**src/rtl/sram_if_pkg.sv**
```systemverilog
// Shared element-width codes and mask helpers for the fabric-to-SRAM port.
// Masks are built at the widest supported word and truncated by the caller.
package sram_if_pkg;

  localparam int unsigned MAX_W      = 64;
  localparam int unsigned MAX_SUB_AW = 6;

  typedef enum logic [2:0] {
    CONF_1B  = 3'd0,
    CONF_2B  = 3'd1,
    CONF_4B  = 3'd2,
    CONF_8B  = 3'd3,
    CONF_16B = 3'd4,
    CONF_32B = 3'd5
  } conf_e;

  function automatic logic [2:0] conf_clamp(input logic [7:0] conf, input logic [2:0] max_conf);
    return (conf > {5'b0, max_conf}) ? max_conf : conf[2:0];
  endfunction

  // 1<<64 wraps to zero in 64-bit arithmetic, so the full-word case still yields all ones.
  function automatic logic [MAX_W-1:0] elem_mask(input logic [MAX_SUB_AW-1:0] sub, input logic [2:0] conf);
    logic [MAX_W-1:0] low;
    low = (MAX_W'(1) << (7'd1 << conf)) - MAX_W'(1);
    return low << (sub << conf);
  endfunction

endpackage

```
**src/rtl/sram_if_lane.sv**
```systemverilog
// Combinational element lane: bit mask, replicated write word and extracted element.
// Zero latency; no flow control of its own.
module sram_if_lane
  import sram_if_pkg::*;
#(
  parameter int DATA_W = 32,
  parameter int SUB_AW = $clog2(DATA_W)
) (
  input  logic [DATA_W-1:0] word_i,
  input  logic [SUB_AW-1:0] sub_i,
  input  logic [2:0]        conf_i,
  output logic [DATA_W-1:0] mask_o,
  output logic [DATA_W-1:0] rep_o,
  output logic [DATA_W-1:0] elem_o
);

  logic [MAX_SUB_AW-1:0] sub_w;
  logic [DATA_W-1:0]     low_mask;
  logic [SUB_AW-1:0]     rep_idx_mask;

  always_comb begin
    sub_w               = '0;
    sub_w[SUB_AW-1:0]   = sub_i;
    mask_o              = DATA_W'(elem_mask(sub_w, conf_i));
    low_mask            = DATA_W'(elem_mask(MAX_SUB_AW'(0), conf_i));
    // Replication: bit i of the word takes bit (i mod W) of the element.
    for (int b = 0; b < SUB_AW; b++) rep_idx_mask[b] = (b < int'(conf_i));
    for (int i = 0; i < DATA_W; i++) rep_o[i] = word_i[SUB_AW'(i) & rep_idx_mask];
    elem_o = (word_i >> (sub_w << conf_i)) & low_mask;
  end

endmodule

```
**src/rtl/sram_fabric_port.sv**
```systemverilog
// Fabric-to-SRAM port: registered request, masked element write, aligned element read.
// Read data in cycle 1+RD_LAT (bypass) or 2+RD_LAT (registered); never stalls.
module sram_fabric_port
  import sram_if_pkg::*;
#(
  parameter int DATA_W  = 32,
  parameter int BASE_AW = 9,
  parameter int SUB_AW  = $clog2(DATA_W),
  parameter int CONF_W  = 3,
  parameter int RD_LAT  = 1
) (
  input  logic                      clk,
  input  logic                      rst,
  input  logic [DATA_W-1:0]         d_fabric_in,
  input  logic                      csb,
  input  logic                      web,
  input  logic [BASE_AW+SUB_AW-1:0] addr,
  input  logic [CONF_W-1:0]         conf,
  input  logic                      out_reg,
  output logic [DATA_W-1:0]         d_sram_in,
  output logic [DATA_W-1:0]         w_mask,
  output logic                      csb_sync,
  output logic                      web_sync,
  output logic [BASE_AW-1:0]        baseaddr_sync,
  input  logic [DATA_W-1:0]         d_sram_out,
  output logic [DATA_W-1:0]         d_fabric_out,
  output logic                      rd_valid
);

  localparam logic [2:0] MAX_CONF = 3'(SUB_AW);

  logic                csb_q, web_q;
  logic [BASE_AW-1:0]  base_q;
  logic [SUB_AW-1:0]   sub_q;
  logic [CONF_W-1:0]   conf_q;
  logic [DATA_W-1:0]   data_q;

  logic [2:0]          conf_eff;
  logic [SUB_AW-1:0]   sub_eff;
  logic                wr_en, rd_req;
  logic [DATA_W-1:0]   wr_mask, wr_elem_unused;

  logic [RD_LAT-1:0]   trk_vld_q;
  logic [SUB_AW-1:0]   trk_sub_q  [RD_LAT];
  logic [2:0]          trk_conf_q [RD_LAT];
  logic                head_vld;
  logic [DATA_W-1:0]   rd_elem, rd_mask_unused, rd_rep_unused;

  logic                out_reg_q, ovld_q, idle;
  logic [DATA_W-1:0]   hold_q, hold_d;

  always_ff @(posedge clk or posedge rst) begin
    if (rst) begin
      csb_q  <= 1'b1;
      web_q  <= 1'b1;
      base_q <= '0;
      sub_q  <= '0;
      conf_q <= '0;
      data_q <= '0;
    end else begin
      csb_q  <= csb;
      web_q  <= web;
      base_q <= addr[BASE_AW-1:0];
      sub_q  <= addr[BASE_AW +: SUB_AW];
      conf_q <= conf;
      data_q <= d_fabric_in;
    end
  end

  always_comb begin
    conf_eff = conf_clamp(8'(conf_q), MAX_CONF);
    for (int b = 0; b < SUB_AW; b++) sub_eff[b] = sub_q[b] & (b < SUB_AW - int'(conf_eff));
  end

  assign wr_en         = !csb_q && !web_q;
  assign rd_req        = !csb_q && web_q;
  assign csb_sync      = csb_q;
  assign web_sync      = web_q;
  assign baseaddr_sync = base_q;
  assign w_mask        = wr_en ? wr_mask : '0;

  sram_if_lane #(.DATA_W(DATA_W), .SUB_AW(SUB_AW)) u_wr_lane (
    .word_i (data_q),
    .sub_i  (sub_eff),
    .conf_i (conf_eff),
    .mask_o (wr_mask),
    .rep_o  (d_sram_in),
    .elem_o (wr_elem_unused)
  );

  // Tracker head lines up with the cycle in which the macro's dout is valid.
  always_ff @(posedge clk or posedge rst) begin
    if (rst) begin
      trk_vld_q <= '0;
      for (int i = 0; i < RD_LAT; i++) begin
        trk_sub_q[i]  <= '0;
        trk_conf_q[i] <= '0;
      end
    end else begin
      trk_vld_q[0]  <= rd_req;
      trk_sub_q[0]  <= sub_eff;
      trk_conf_q[0] <= conf_eff;
      for (int i = 1; i < RD_LAT; i++) begin
        trk_vld_q[i]  <= trk_vld_q[i-1];
        trk_sub_q[i]  <= trk_sub_q[i-1];
        trk_conf_q[i] <= trk_conf_q[i-1];
      end
    end
  end

  assign head_vld = trk_vld_q[RD_LAT-1];

  sram_if_lane #(.DATA_W(DATA_W), .SUB_AW(SUB_AW)) u_rd_lane (
    .word_i (d_sram_out),
    .sub_i  (trk_sub_q[RD_LAT-1]),
    .conf_i (trk_conf_q[RD_LAT-1]),
    .mask_o (rd_mask_unused),
    .rep_o  (rd_rep_unused),
    .elem_o (rd_elem)
  );

  // out_reg only moves when nothing is in flight, so two reads can never complete together.
  assign idle   = !(|trk_vld_q) && !ovld_q;
  assign hold_d = head_vld ? rd_elem : hold_q;

  always_ff @(posedge clk or posedge rst) begin
    if (rst) begin
      out_reg_q <= 1'b0;
      ovld_q    <= 1'b0;
      hold_q    <= '0;
    end else begin
      if (idle) out_reg_q <= out_reg;
      ovld_q <= head_vld && out_reg_q;
      hold_q <= hold_d;
    end
  end

  assign d_fabric_out = out_reg_q ? hold_q : hold_d;
  assign rd_valid     = out_reg_q ? ovld_q : head_vld;

endmodule

```
**config.mk**
```make
export PLATFORM = sky130hd
export DESIGN_NAME = sram_fabric_port
export DESIGN_NICKNAME = d
export VERILOG_FILES = /design/src/rtl/sram_if_pkg.sv /design/src/rtl/sram_if_lane.sv /design/src/rtl/sram_fabric_port.sv
export SDC_FILE = /design/constraint.sdc
export NUM_CORES = 1
export LEC_CHECK = 0
export CAP_MARGIN = 5
export CORE_ASPECT_RATIO = 1.2
export CORE_MARGIN = 1.5
export CORE_UTILIZATION = 54
export DETAILED_ROUTE_END_ITERATION = 8
export PLACE_DENSITY_LB_ADDON = 0.12
export SLEW_MARGIN = 10
export SYNTH_ARGS = -nofsm -noshare
export SYNTH_HDL_FRONTEND = slang
export SYNTH_SLANG_ARGS = --single-unit
```
**constraint.sdc**
```tcl
create_clock -name clk -period 8.2 [get_ports clk]
set_input_delay 2.05 -clock clk [delete_from_list [all_inputs] [get_ports clk]]
set_output_delay 2.05 -clock clk [all_outputs]
set_load 0.01 [all_outputs]
```
Yosys cells after proc, flatten, opt, wreduce, memory -nomap -nowiden
Index checks and enable logic that the tools add are counted.
Word-level totals
  logic and storage cells: 148
  flip-flop bits (word level): 94
  output and inout bits: 108
  input port bits: 86
Cells by class
  $lt $le $gt $ge: 42
  shift operators: 10
  add/subtract/negate cells: 3
  reductions and logical operators: 8
  bitwise gates (word level): 6
  multiplexer cells: 67
Operator list (count)
  << shifter 1 x 7 -> 64 bit (first input constant): 2
  << shifter 64 x 6 -> 32 bit: 2
  subtractor 64 x 2 -> 64 bit (second input constant): 2
  less-than comparator 5 x 6 -> 1 bit (second input constant): 16
  two-way mux 32 bit: 3
  less-than comparator 4 x 6 -> 1 bit (second input constant): 8
  two-way mux 1 bit: 37
  bitwise AND 32 bit: 1
  >> shifter 32 x 6 -> 32 bit: 1
  binary-select mux 1 bit (select 3 bit): 10
  less-than comparator 3 x 6 -> 1 bit (second input constant): 4
  binary-select mux 1 bit (select 2 bit): 10
  binary-select mux 1 bit (select 4 bit): 5
  << shifter 1 x 3 -> 7 bit (first input constant): 2
  less-than comparator 2 x 6 -> 1 bit (second input constant): 2
  << shifter 5 x 3 -> 6 bit: 2
  less-than comparator 3 x 4 -> 1 bit (first input constant): 2
  less-than comparator 1 x 3 -> 1 bit (first input constant): 2
  less-than comparator 1 x 6 -> 1 bit (second input constant): 1
  less-than comparator 2 x 3 -> 1 bit (first input constant): 2
  << shifter 1 x 3 -> 6 bit (first input constant): 1
  bitwise AND 1 bit: 5
  binary-select mux 1 bit (select 5 bit): 1
  logical AND 1 bit: 4
  8 further kinds: 11

Logic depth before layout (Yosys ltp)
Gate-level depths: netlist of run 1.
  depth after elaboration: 8
  mapped depth: 14
  mapped depth without buffers: 10

Cells and area by module
Synthesis of run 1 repeated with hierarchy kept, for this count alone.
Second synthesis, totals
  cell total of the unflattened synthesis: 1265
  area total of the unflattened synthesis: 10112.2 um^2
Modules (own cells, without submodules)
  sram_if_lane: times used 2, seq. area each 0.0 um^2, area an instance 3208.1 um^2, cells each 515
  sram_fabric_port: times used 1, seq. area each 2354.8 um^2, area an instance 3696.0 um^2, cells each 235

Worst setup path after synthesis of run 1
Ideal clock, no wire load.
  path kind: register -> output
  from: reg conf_q[2]
  to: out w_mask[24]
  arrival: 3.387 ns
  slack: 2.763 ns
  cell stages (with the launch flop): 14
  data required time: 6.150 ns
  path buffers: 6
  cells stage by stage: dfrtp_1 buf_2 buf_1 clkbuf_1 clkbuf_1 ha_1 buf_2 inv_1 or3_1 o2111ai_1 and3_1 clkbuf_1 nand4_1 a311oi_1
Between the ends
  longest elaborated chain between the ends: 8
  elaborated cells on any way between the ends: 19
  those cells by class: 2 x add/sub; 6 x order compare; 4 x shift; 2 x mux; 5 x bitwise
Ends and longest elaborated chain
  start, declared: RTL line sram_fabric_port.sv:35  | logic [CONF_W-1:0] conf_q;
  start signal, assigned: RTL line sram_fabric_port.sv:65  | conf_q <= conf;
  > comparator 3 bit: RTL line sram_if_pkg.sv:18  | return (conf > {5'b0, max_conf}) ? max_conf : conf[2:0];
  two-way mux 3 bit (*): RTL line sram_if_pkg.sv:18
  named net conf_eff[2]: RTL line sram_fabric_port.sv:38  | logic [2:0] conf_eff;
  branches (longest 4 deep; another with subtractor 64 x 2 -> 64 bit)
  << shifter 64 x 6 -> 32 bit (*): RTL line sram_if_pkg.sv:25  | return low << (sub << conf);
  two-way mux 32 bit (*): RTL line sram_fabric_port.sv:80  | assign w_mask = wr_en ? wr_mask : '0;
  end, declared: RTL line sram_fabric_port.sv:21  | output logic [DATA_W-1:0] w_mask,
Mark *: on every way through the listed nets, which the timed path passes.

Worst setup path after layout of run 1
  from: in d_sram_out[28]
  to: out d_fabric_out[0]
Between the ends
  longest elaborated chain between the ends: 4
Ends and longest elaborated chain
  start, declared: RTL line sram_fabric_port.sv:25  | input logic [DATA_W-1:0] d_sram_out,
  >> shifter 32 x 6 -> 32 bit: RTL line sram_if_lane.sv:29  | elem_o = (word_i >> (sub_w << conf_i)) & low_mask;
  bitwise AND 32 bit: RTL line sram_if_lane.sv:29
  two-way mux 32 bit: RTL line sram_fabric_port.sv:124  | assign hold_d = head_vld ? rd_elem : hold_q;
  two-way mux 32 bit: RTL line sram_fabric_port.sv:138  | assign d_fabric_out = out_reg_q ? hold_q : hold_d;
  end, declared: RTL line sram_fabric_port.sv:26  | output logic [DATA_W-1:0] d_fabric_out,
No other way between the ends.

==> qor.csv, run 1 <==
stage,metric,value,unit
clock_tree,# Post-CTS Setup Buffers,0,
logic_synthesis,Synth cell types,92,
sta,slew of the pin with the lowest slew margin,1.23,ns
job,max cap viols,0,
setup_path,"setup slack, reg-to-reg",4.44,ns
hold_path,Hold Crit Class,flop to flop,
routing,Initial DRC Count,498,
routing,Via Count,7362,
clock_tree,hold buffers post-CTS,0,
sta,Final Hold Fails,0,
logic_synthesis,share of the synthesized area in the top cell type,31.6,%
floorplanning,Core Area,0.0132,mm^2
setup_path,Reg2Reg Depth,6,
logic_synthesis,Ys Warns,0,
routing,Vias/cell,6.40,
floorplanning,Die Ht,130,um
grt,vias in the first global route,6967,
logic_synthesis,Post-Synthesis Cells,823,
setup_path,Worst setup EP type,output port,
setup_path,Worst EP required,6.15,ns
setup_path,Bufs and invs on worst path,2,
logic_synthesis,largest cells by area after synthesis,"dfrtp_1 32%, mux2i_1 7.8%, mux2_2 7.3%, nand2_1 5.1%, nor2_1 3.3%",
power_and_ir_drop,P_leak,3.94,nW
placed_design,# port buffers,193,
logic_synthesis,number of synthesized register bits,94,
clock_tree,TritonCTS Buffers,9,
sta,Min Hold Slack,0.491,ns
routing,WL/cell,19.7,um
sta,Highest Clock Rate,148,MHz
setup_path,CP max stage cell,clkdlybuf4s50_1,
setup_path,Reg2Reg Capture Point,hold_q[3],
logic_synthesis,most common flop cell mapped by yosys,dfrtp_1,
clock_tree,TritonCTS sink count,94,
final_layout,layout cells sized above 1,10.7,%
power_and_ir_drop,VDD IR max,0.000162,V
floorplanning,Row Count,46,
setup_path,Worst R2R Start,trk_conf_q[0],
floorplanning,Top Ports,194,
sta,Slew Limit Fails,0,
clock_tree,Resize count post-CTS,0,
grt,global route overflow,0,
logic_synthesis,"Async S/R FF share, synth",100,%
routing,DR pass1 iterations,7,
final_layout,Syn-to-layout area delta,30.4,%
logic_synthesis,leading area contributor after synthesis,dfrtp_1,
logic_synthesis,Mapped Area,0.00729,mm^2
hold_path,hold worst-path end,hold_q[26],
hold_path,WHS Path Cells,1,
clock_tree,H-tree Lvls,3,
routing,DRC Markers,0,
sta,fin crit share,82.4,%
clock_tree,TritonCTS clock tree,yes,
status,status,"finished, final reports clean",
sta,Worst Skew,0.00872,ns
floorplanning,Initial Utilization,55.3,%
final_layout,# diodes,0,
sta,relative slew slack,17.9,%
setup_path,"delay-heaviest family, CP",multiplexers,
setup_path,crit path max fanout,4,
floorplanning,die width,109,um
setup_path,Crit Path Category,input port to output port,
logic_synthesis,top-count cell post-synth,nand2_1,
grt,initial antenna violation count,0,
placed_design,Routability Congestion,0.939,
routing,Routed WL,22.7,mm
clock_tree,"Clk pin slew, worst setup/hold paths",0.06,ns
floorplanning,Die ar.,0.0142,mm^2
setup_path,"Arr. time, crit path",4.70,ns
grt,pin count of the biggest net entering global routing,69,
logic_synthesis,post-synthesis sequential area ratio,32.3,%
final_layout,final net count,1072,
logic_synthesis,Syn Nets,916,
clock_tree,Root Driver,clkbuf_16,
setup_path,Crit. Startpoint,d_sram_out[28],
logic_synthesis,leading post-synthesis cells by instance count,"99 x nand2_1, 92 x dfrtp_1, 65 x nor2_1",
clock_tree,clock buffer depth,2,
sta,Fin Setup TNS,0,ns
logic_synthesis,syn_area_per_cell,8.86,um^2
logic_synthesis,Post-synth EDFFs,0,
setup_path,critical-path cell list,clkdlybuf4s50_1 -> mux2i_1 -> mux2_2 -> mux2i_1 -> mux2i_4 -> o311ai_1 -> clkdlybuf4s50_1,
placed_design,Final HPWL DP,16.9,mm
hold_path,hold wc startpoint,hold_q[26],
sta,final setup violation count,0,
routing,"antenna viol nets, final",0,
sta,post-route minimum period,6.75,ns
grt,Total GRT Usage,32.0,%
setup_path,Critical Path Start Type,input port,
power_and_ir_drop,Pwr Density,157,mW/mm^2
grt,global-route wire length before repair,35.2,mm
clock_tree,Worst-Skew Late Latency,0.35,ns
sta,unrepaired setup endpoints after global routing,no,
setup_path,critical path's largest stage delay,0.60,ns
[worst max path at each step]
stage,to,slack [ns],cells after the start
CTS,d_fabric_out[0],1.46,7
floorplan,w_mask[24],2.76,13
global route,w_mask[12],1.13,10
finish,d_fabric_out[0],1.45,7
detailed placement,d_fabric_out[0],1.47,7
global placement,d_fabric_out[8],1.54,7
[power breakdown]
group	internal, mW	switching [mW]	total (mW)	leakage [nW]
sequential	0.503	0.0350	0.538	1.16
clock	0.228	0.174	0.402	0.144
combinational	0.260	0.288	0.548	2.64
[per-stage QoR]
stage                     power [mW]  instances  worst slack, ns  instance area (um^2)  utilization, %
after global routing            1.55       1151             1.13                  9510            72.1
after CTS                       1.48       1151             1.46                  9510            72.1
after detailed placement        1.08       1136             1.47                  9220            70.0
after floorplan                0.852        823             2.76                  7290               -
after global placement          1.08       1136             1.54                  9220            70.0
final                           1.49       1151             1.45                  9510            72.1
[placed cells by master, fill, tap and decap left out, types with 16 or more instances in the layout]
cell               n
mux2i_1           57
o21ai_0           36
nand2_1           99
nor2_1            65
nand3_1           24
mux2_2            47
nor3_1            21
clkdlybuf4s50_1  193
dfrtp_1           92
a21oi_1           41
o2bb2ai_1         16
[metal layers]
metal	part of all wire [%]	track usage [%]
met3	6.4	5.74
met2	51	56.0
met4	5.3	18.4
met1	37	36.3
met5	0	0
[cells by family (layout without fill, tap and decap cells)]
logic type / Yosys count / after routing / share of synthesized area [%]
AOI/OAI and AO/OA: 235 / 235 / 23.1
xor gates and xnor gates: 5 / 5 / 0.601
adders and majority gates: 7 / 7 / 1.20
buffers and inverters: 72 / 232 / 4.62
DFF: 94 / 94 / 32.3
muxes: 119 / 119 / 18.8
other: 1 / 1 / 0.0514
and+or+nand+nor: 290 / 290 / 19.4
[worst register-to-register path: cells and delay by family (launching register included)]
family	cells	cell delay [ns]
AOI/OAI and AO/OA	4	1.94
DFF	1	0.89
muxes	1	0.47
and+or+nand+nor	1	0.30
[layout make-up]
| class | count | area, um^2 |
|---|---|---|
| Multi-Input combinational cell | 657 | 4600 |
| Fill cell | 1046 | 3670 |
| Clock inverter | 3 | 18.8 |
| Inverter | 16 | 61.3 |
| Sequential cell | 94 | 2350 |
| Clock buffer | 12 | 267 |
| Tap cell | 168 | 210 |
| Timing Repair Buffer | 201 | 1990 |
[state kept, by name (all words and copies together), names as in the netlist]
| name | count |
|---|---|
| out_reg_q | 1 |
| trk_conf_q | 3 |
| conf_q | 3 |
| csb_sync | 1 |
| sub_q | 5 |
| data_q | 32 |
| baseaddr_sync | 9 |
| hold_q | 32 |
| trk_sub_q | 5 |
| web_sync | 1 |
| head_vld | 1 |
| ovld_q | 1 |
Note: power is estimated with default switching activity, not from simulation.
==> run 2: changes to the inputs <==
--- a/config.mk
+++ b/config.mk
@@ -8,7 +8,7 @@
 export CAP_MARGIN = 5
 export CORE_ASPECT_RATIO = 1.2
 export CORE_MARGIN = 1.5
-export CORE_UTILIZATION = 54
+export CORE_UTILIZATION = 50
 export DETAILED_ROUTE_END_ITERATION = 8
 export PLACE_DENSITY_LB_ADDON = 0.12
 export SLEW_MARGIN = 10
==> constraint.sdc (replaced) <==
create_clock -name clk -period 6.4 [get_ports clk]
set_input_delay 1.6 -clock clk [delete_from_list [all_inputs] [get_ports clk]]
set_output_delay 1.6 -clock clk [all_outputs]
set_load 0.01 [all_outputs]
==> qor.csv, run 2 (synthesis results as in run 1) <==
stage,metric,value,unit
routing,DR pass1 iterations,5,
floorplanning,Row Count,48,
clock_tree,clock buffer depth,2,
setup_path,"delay-heaviest family, CP",simple AND/OR/NAND/NOR gates,
setup_path,Crit Path Category,flop to output port,
sta,slew of the pin with the lowest slew margin,1.18,ns
setup_path,Worst EP required,4.80,ns
setup_path,critical path's largest stage delay,0.60,ns
clock_tree,Resize count post-CTS,0,
status,status,"finished, final reports clean",
sta,Highest Clock Rate,173,MHz
grt,Total GRT Usage,29.3,%
routing,Vias/cell,6.30,
clock_tree,Worst-Skew Late Latency,0.34,ns
placed_design,worst slack at placement,0.773,ns
floorplanning,Core Area,0.0143,mm^2
floorplanning,Die Ht,135,um
sta,Setup WS post-layout,0.632,ns
sta,Slew Limit Fails,0,
setup_path,crit path max fanout,20,
final_layout,Filler cells,1207,
clock_tree,TritonCTS Buffers,9,
final_layout,layout cells sized above 1,11.6,%
floorplanning,Initial Utilization,51.0,%
setup_path,"setup slack, reg-to-reg",3.02,ns
setup_path,Worst setup EP type,output port,
setup_path,Worst path depth,10,
grt,vias in the first global route,7002,
grt,global route overflow,0,
sta,relative slew slack,21.0,%
routing,Via Count,7376,
setup_path,Critical Path Start Type,flop,
clock_tree,hold buffers post-CTS,0,
clock_tree,"Clk pin slew, worst setup/hold paths",0.06,ns
clock_tree,TritonCTS sink count,94,
setup_path,Reg2Reg Depth,7,
routing,WL/cell,19.4,um
power_and_ir_drop,VDD IR max,0.000199,V
routing,Initial DRC Count,657,
power_and_ir_drop,Tot Pwr,1.94,mW
final_layout,# diodes,0,
final_layout,"most common cell after layout, fill and taps aside",clkdlybuf4s50_1,
floorplanning,Die ar.,0.0153,mm^2
sta,post-route minimum period,5.77,ns
hold_path,WHS Path Cells,1,
final_layout,most frequent cells in the layout,"193 x clkdlybuf4s50_1, 99 x nand2_1, 92 x dfrtp_1",
setup_path,critical-path cell list,nor2_1 -> nand2_1 -> ha_1 -> or3_1 -> a21boi_0 -> a211oi_1 -> a211oi_1 -> nor2_1 -> a211oi_1 -> clkdlybuf4s50_1,
sta,unrepaired setup endpoints after global routing,no,
power_and_ir_drop,P_leak,3.99,nW
clock_tree,# Post-CTS Setup Buffers,0,
sta,fin crit share,90.1,%
sta,final setup violation count,0,
placed_design,# port buffers,193,
sta,Final Hold Fails,0,
setup_path,Bufs and invs on worst path,1,
clock_tree,Root Driver,clkbuf_16,
sta,Worst Skew,0.00764,ns
clock_tree,H-tree Lvls,3,
routing,Routed WL,22.7,mm
job,max cap viols,0,
grt,global-route wire length before repair,35.6,mm
placed_design,Routability Congestion,0.966,
placed_design,Final HPWL DP,17.3,mm
floorplanning,Top Ports,194,
final_layout,Syn-to-layout area delta,31.9,%
grt,pin count of the biggest net entering global routing,51,
final_layout,final net count,1083,
setup_path,"Arr. time, crit path",4.17,ns
sta,Fin Setup TNS,0,ns
floorplanning,die width,113,um
clock_tree,TritonCTS clock tree,yes,
hold_path,Hold Crit Class,flop to flop,
setup_path,most frequent CP cell,a211oi_1,
routing,"antenna viol nets, final",0,
routing,DRC Markers,0,
setup_path,CP max stage cell,dfrtp_1,
power_and_ir_drop,Pwr Density,201,mW/mm^2
grt,initial antenna violation count,0,
## run 2: cell types whose count changed in the layout (fill, tap and decap cells not counted)
cell	change
clkinvlp_4	+1
clkbuf_8	-1
bufinv_16	+1
buf_4	+11
clkinv_2	-1
clkinv_4	-1
clkbuf_1	+2
## run 2: final timing paths
kind / startpoint / endpoint
worst max-delay path: conf_q[0] / w_mask[12]
min in group asynchronous: rst / baseaddr_sync[8]
max in group asynchronous: rst / hold_q[29]
worst max register to register: trk_sub_q[0] / hold_q[5]
worst min register to register: hold_q[23] / hold_q[23]
worst min-delay path: hold_q[23] / hold_q[23]
## run 2: where the power goes
part           switching (mW)  internal, mW  total [mW]
Sequential             0.0314         0.645       0.677
Combinational           0.383         0.339       0.722
Clock                   0.213         0.324       0.537
Total                   0.627          1.31        1.94
## run 2: area by class of cell
class | count | area [um^2] | share of cell area (%)
inverters | 16 | 61.3 | 0.638
flip-flops and latches | 94 | 2350 | 24.5
repair buffers | 212 | 2070 | 21.6
clock buffers | 13 | 260 | 2.71
multi-input cells | 657 | 4600 | 47.9
clock inverters | 3 | 42.5 | 0.442
well taps | 175 | 219 | 2.28
## run 2: per-stage QoR
step	hold slack (ns)	instances	area (um^2)	util (%)
after floorplan	0.446	823	7290	-
after global placement	0.462	1154	9310	65.2
after detailed placement	0.473	1154	9310	65.2
after CTS	0.490	1170	9620	67.3
after global routing	0.498	1170	9620	67.3
final	0.486	1170	9620	67.3
## run 2: layer usage
metal | part of all wire (%) | vias up | wire (um) | global-route usage, %
met5 | 0 | - | 0 | 0
met4 | 5.2 | 0 | 1170 | 15.6
met3 | 5.5 | 78 | 1250 | 4.83
met2 | 52 | 323 | 11800 | 52.0
met1 | 38 | 3503 | 8560 | 33.8
li1 | - | 3472 | - | -
==> run 3: changes to the inputs <==
--- a/config.mk
+++ b/config.mk
@@ -5,11 +5,12 @@
 export SDC_FILE = /design/constraint.sdc
 export NUM_CORES = 1
 export LEC_CHECK = 0
-export CAP_MARGIN = 5
+export CAP_MARGIN = 30
 export CORE_ASPECT_RATIO = 1.2
 export CORE_MARGIN = 1.5
 export CORE_UTILIZATION = 50
 export DETAILED_ROUTE_END_ITERATION = 8
+export MAX_ROUTING_LAYER = met4
 export PLACE_DENSITY_LB_ADDON = 0.12
 export SLEW_MARGIN = 10
 export SYNTH_ARGS = -nofsm -noshare
==> qor.csv, run 3 (synthesis results as in run 1) <==
stage,metric,value,unit
setup_path,Worst R2R Start,trk_sub_q[0],
floorplanning,Die Ht,135,um
grt,vias in the first global route,7086,
setup_path,Reg2Reg Capture Point,hold_q[5],
setup_path,critical path's largest stage delay,0.63,ns
setup_path,"Arr. time, crit path",4.14,ns
clock_tree,Resize count post-CTS,0,
power_and_ir_drop,Flop pwr share,33.9,%
routing,Routed WL,23.0,mm
power_and_ir_drop,Clock power frac,29.8,%
clock_tree,Worst-Skew Late Latency,0.35,ns
clock_tree,hold buffers post-CTS,0,
final_layout,Filler cells,1222,
floorplanning,Top Ports,194,
power_and_ir_drop,Pwr Density,206,mW/mm^2
power_and_ir_drop,Internal Pwr Total,1.36,mW
routing,Via Count,7342,
sta,Slew Limit Fails,0,
grt,Total GRT Usage,30.7,%
final_layout,post-layout util,67.7,%
clock_tree,clock buffer depth,2,
routing,"antenna viol nets, final",0,
setup_path,Crit. Startpoint,conf_q[2],
sta,slew of the pin with the lowest slew margin,0.870,ns
final_layout,# diodes,0,
clock_tree,Root Driver,clkbuf_16,
routing,WL/cell,19.6,um
floorplanning,Row Count,48,
setup_path,Bufs and invs on worst path,3,
sta,Final Hold Fails,0,
grt,global-route wire length before repair,36.4,mm
setup_path,"delay-heaviest family, CP",simple AND/OR/NAND/NOR gates,
floorplanning,Initial Utilization,51.0,%
setup_path,Critical Path Start Type,flop,
sta,relative slew slack,42.0,%
grt,initial antenna violation count,0,
power_and_ir_drop,switching share of total power,31.8,%
clock_tree,TritonCTS sink count,94,
placed_design,Final HPWL DP,17.4,mm
final_layout,"most common cell after layout, fill and taps aside",clkdlybuf4s50_1,
clock_tree,H-tree Lvls,3,
routing,DR pass1 iterations,7,
clock_tree,TritonCTS Buffers,9,
setup_path,"setup slack, reg-to-reg",3.12,ns
setup_path,critical-path cell list,inv_1 -> nand2_1 -> inv_1 -> ha_1 -> xor2_1 -> a311oi_1 -> nor2_1 -> and3_1 -> nand4_1 -> a311oi_1 -> clkdlybuf4s50_1,
routing,Initial DRC Count,464,
setup_path,CP max stage cell,and3_1,
grt,pin count of the biggest net entering global routing,55,
setup_path,Crit Path Category,flop to output port,
setup_path,Setup crit end,w_mask[24],
setup_path,crit path max fanout,20,
sta,fin crit share,89.7,%
routing,DRC Markers,0,
placed_design,# port buffers,193,
sta,Worst Skew,0.00702,ns
clock_tree,TritonCTS clock tree,yes,
final_layout,Syn-to-layout area delta,32.8,%
final_layout,final net count,1086,
floorplanning,Die ar.,0.0153,mm^2
setup_path,Reg2Reg Depth,7,
power_and_ir_drop,P_sw,635,uW
power_and_ir_drop,Comb pwr share,36.3,%
sta,unrepaired setup endpoints after global routing,no,
grt,global route overflow,0,
final_layout,most frequent cells in the layout,"193 x clkdlybuf4s50_1, 99 x nand2_1, 92 x dfrtp_1",
setup_path,Worst EP required,4.80,ns
sta,Fin Setup TNS,0,ns
hold_path,Hold Crit Class,flop to flop,
routing,Vias/cell,6.26,
power_and_ir_drop,VDD IR max,0.000228,V
sta,post-route minimum period,5.74,ns
sta,Highest Clock Rate,174,MHz
setup_path,Worst path depth,11,
floorplanning,die width,113,um
job,max cap viols,0,
sta,final setup violation count,0,
floorplanning,Core Area,0.0143,mm^2
clock_tree,# Post-CTS Setup Buffers,0,
placed_design,Routability Congestion,1.01,
status,status,"finished, final reports clean",
setup_path,Worst setup EP type,output port,
final_layout,layout cells sized above 1,11.9,%
clock_tree,"Clk pin slew, worst setup/hold paths",0.07,ns
power_and_ir_drop,P_leak,4.03,nW
## run 3: cell count changes in the layout (fill, tap and decap cells not counted), sizes merged
cell and change:
buf +3, clkinvlp -1, bufinv +1
## run 3: metrics by stage
stage | setup slack (ns) | std cells | instance area [um^2] | hold WS, ns | power [mW]
floorplan | 1.41 | 823 | 7290 | 0.446 | 1.09
global placement | 0.773 | 1155 | 9320 | 0.465 | 1.39
detailed placement | 0.754 | 1157 | 9350 | 0.473 | 1.40
CTS | 0.647 | 1173 | 9680 | 0.487 | 2.00
global route | 0.257 | 1173 | 9680 | 0.502 | 2.09
finish | 0.662 | 1173 | 9680 | 0.487 | 2.00
## run 3: how the worst min path moves through the flow
stage | start | to | slack (ns) | cells after the start
2_1_floorplan | hold_q[5] | hold_q[5] | 0.45 | 2
5_1_grt | hold_q[27] | hold_q[27] | 0.50 | 1
3_3_place_gp | hold_q[5] | hold_q[5] | 0.47 | 2
4_1_cts | hold_q[5] | hold_q[5] | 0.49 | 2
6_report | hold_q[27] | hold_q[27] | 0.49 | 1
3_5_place_dp | hold_q[19] | hold_q[19] | 0.47 | 1
## run 3: power by group through the flow
| stage | Sequential (mW) | Clock, mW | Combinational (mW) |
|---|---|---|---|
| global route | 0.683 | 0.631 | 0.776 |
| detailed placement | 0.686 | 0 | 0.715 |
| finish | 0.676 | 0.594 | 0.724 |
| global placement | 0.685 | 0 | 0.708 |
| CTS | 0.676 | 0.603 | 0.719 |
| floorplan | 0.679 | 0 | 0.413 |
## run 3: per-layer routing
layer	vias up	GRT usage (%)	routed length [um]
li1	3471	-	-
met1	3487	34.8	8760
met2	311	52.2	11700
met3	73	5.06	1240
met4	0	16.5	1340
met5	-	-	0
## run 3: area by class of cell
class | count | area [um^2] | area share (%)
inverter | 16 | 61.3 | 0.633
clock inverter | 3 | 65.1 | 0.672
tap | 175 | 219 | 2.26
clock buffer | 13 | 270 | 2.79
timing repair buffer | 215 | 2110 | 21.8
multi-input combinational | 657 | 4600 | 47.6
sequential | 94 | 2350 | 24.3
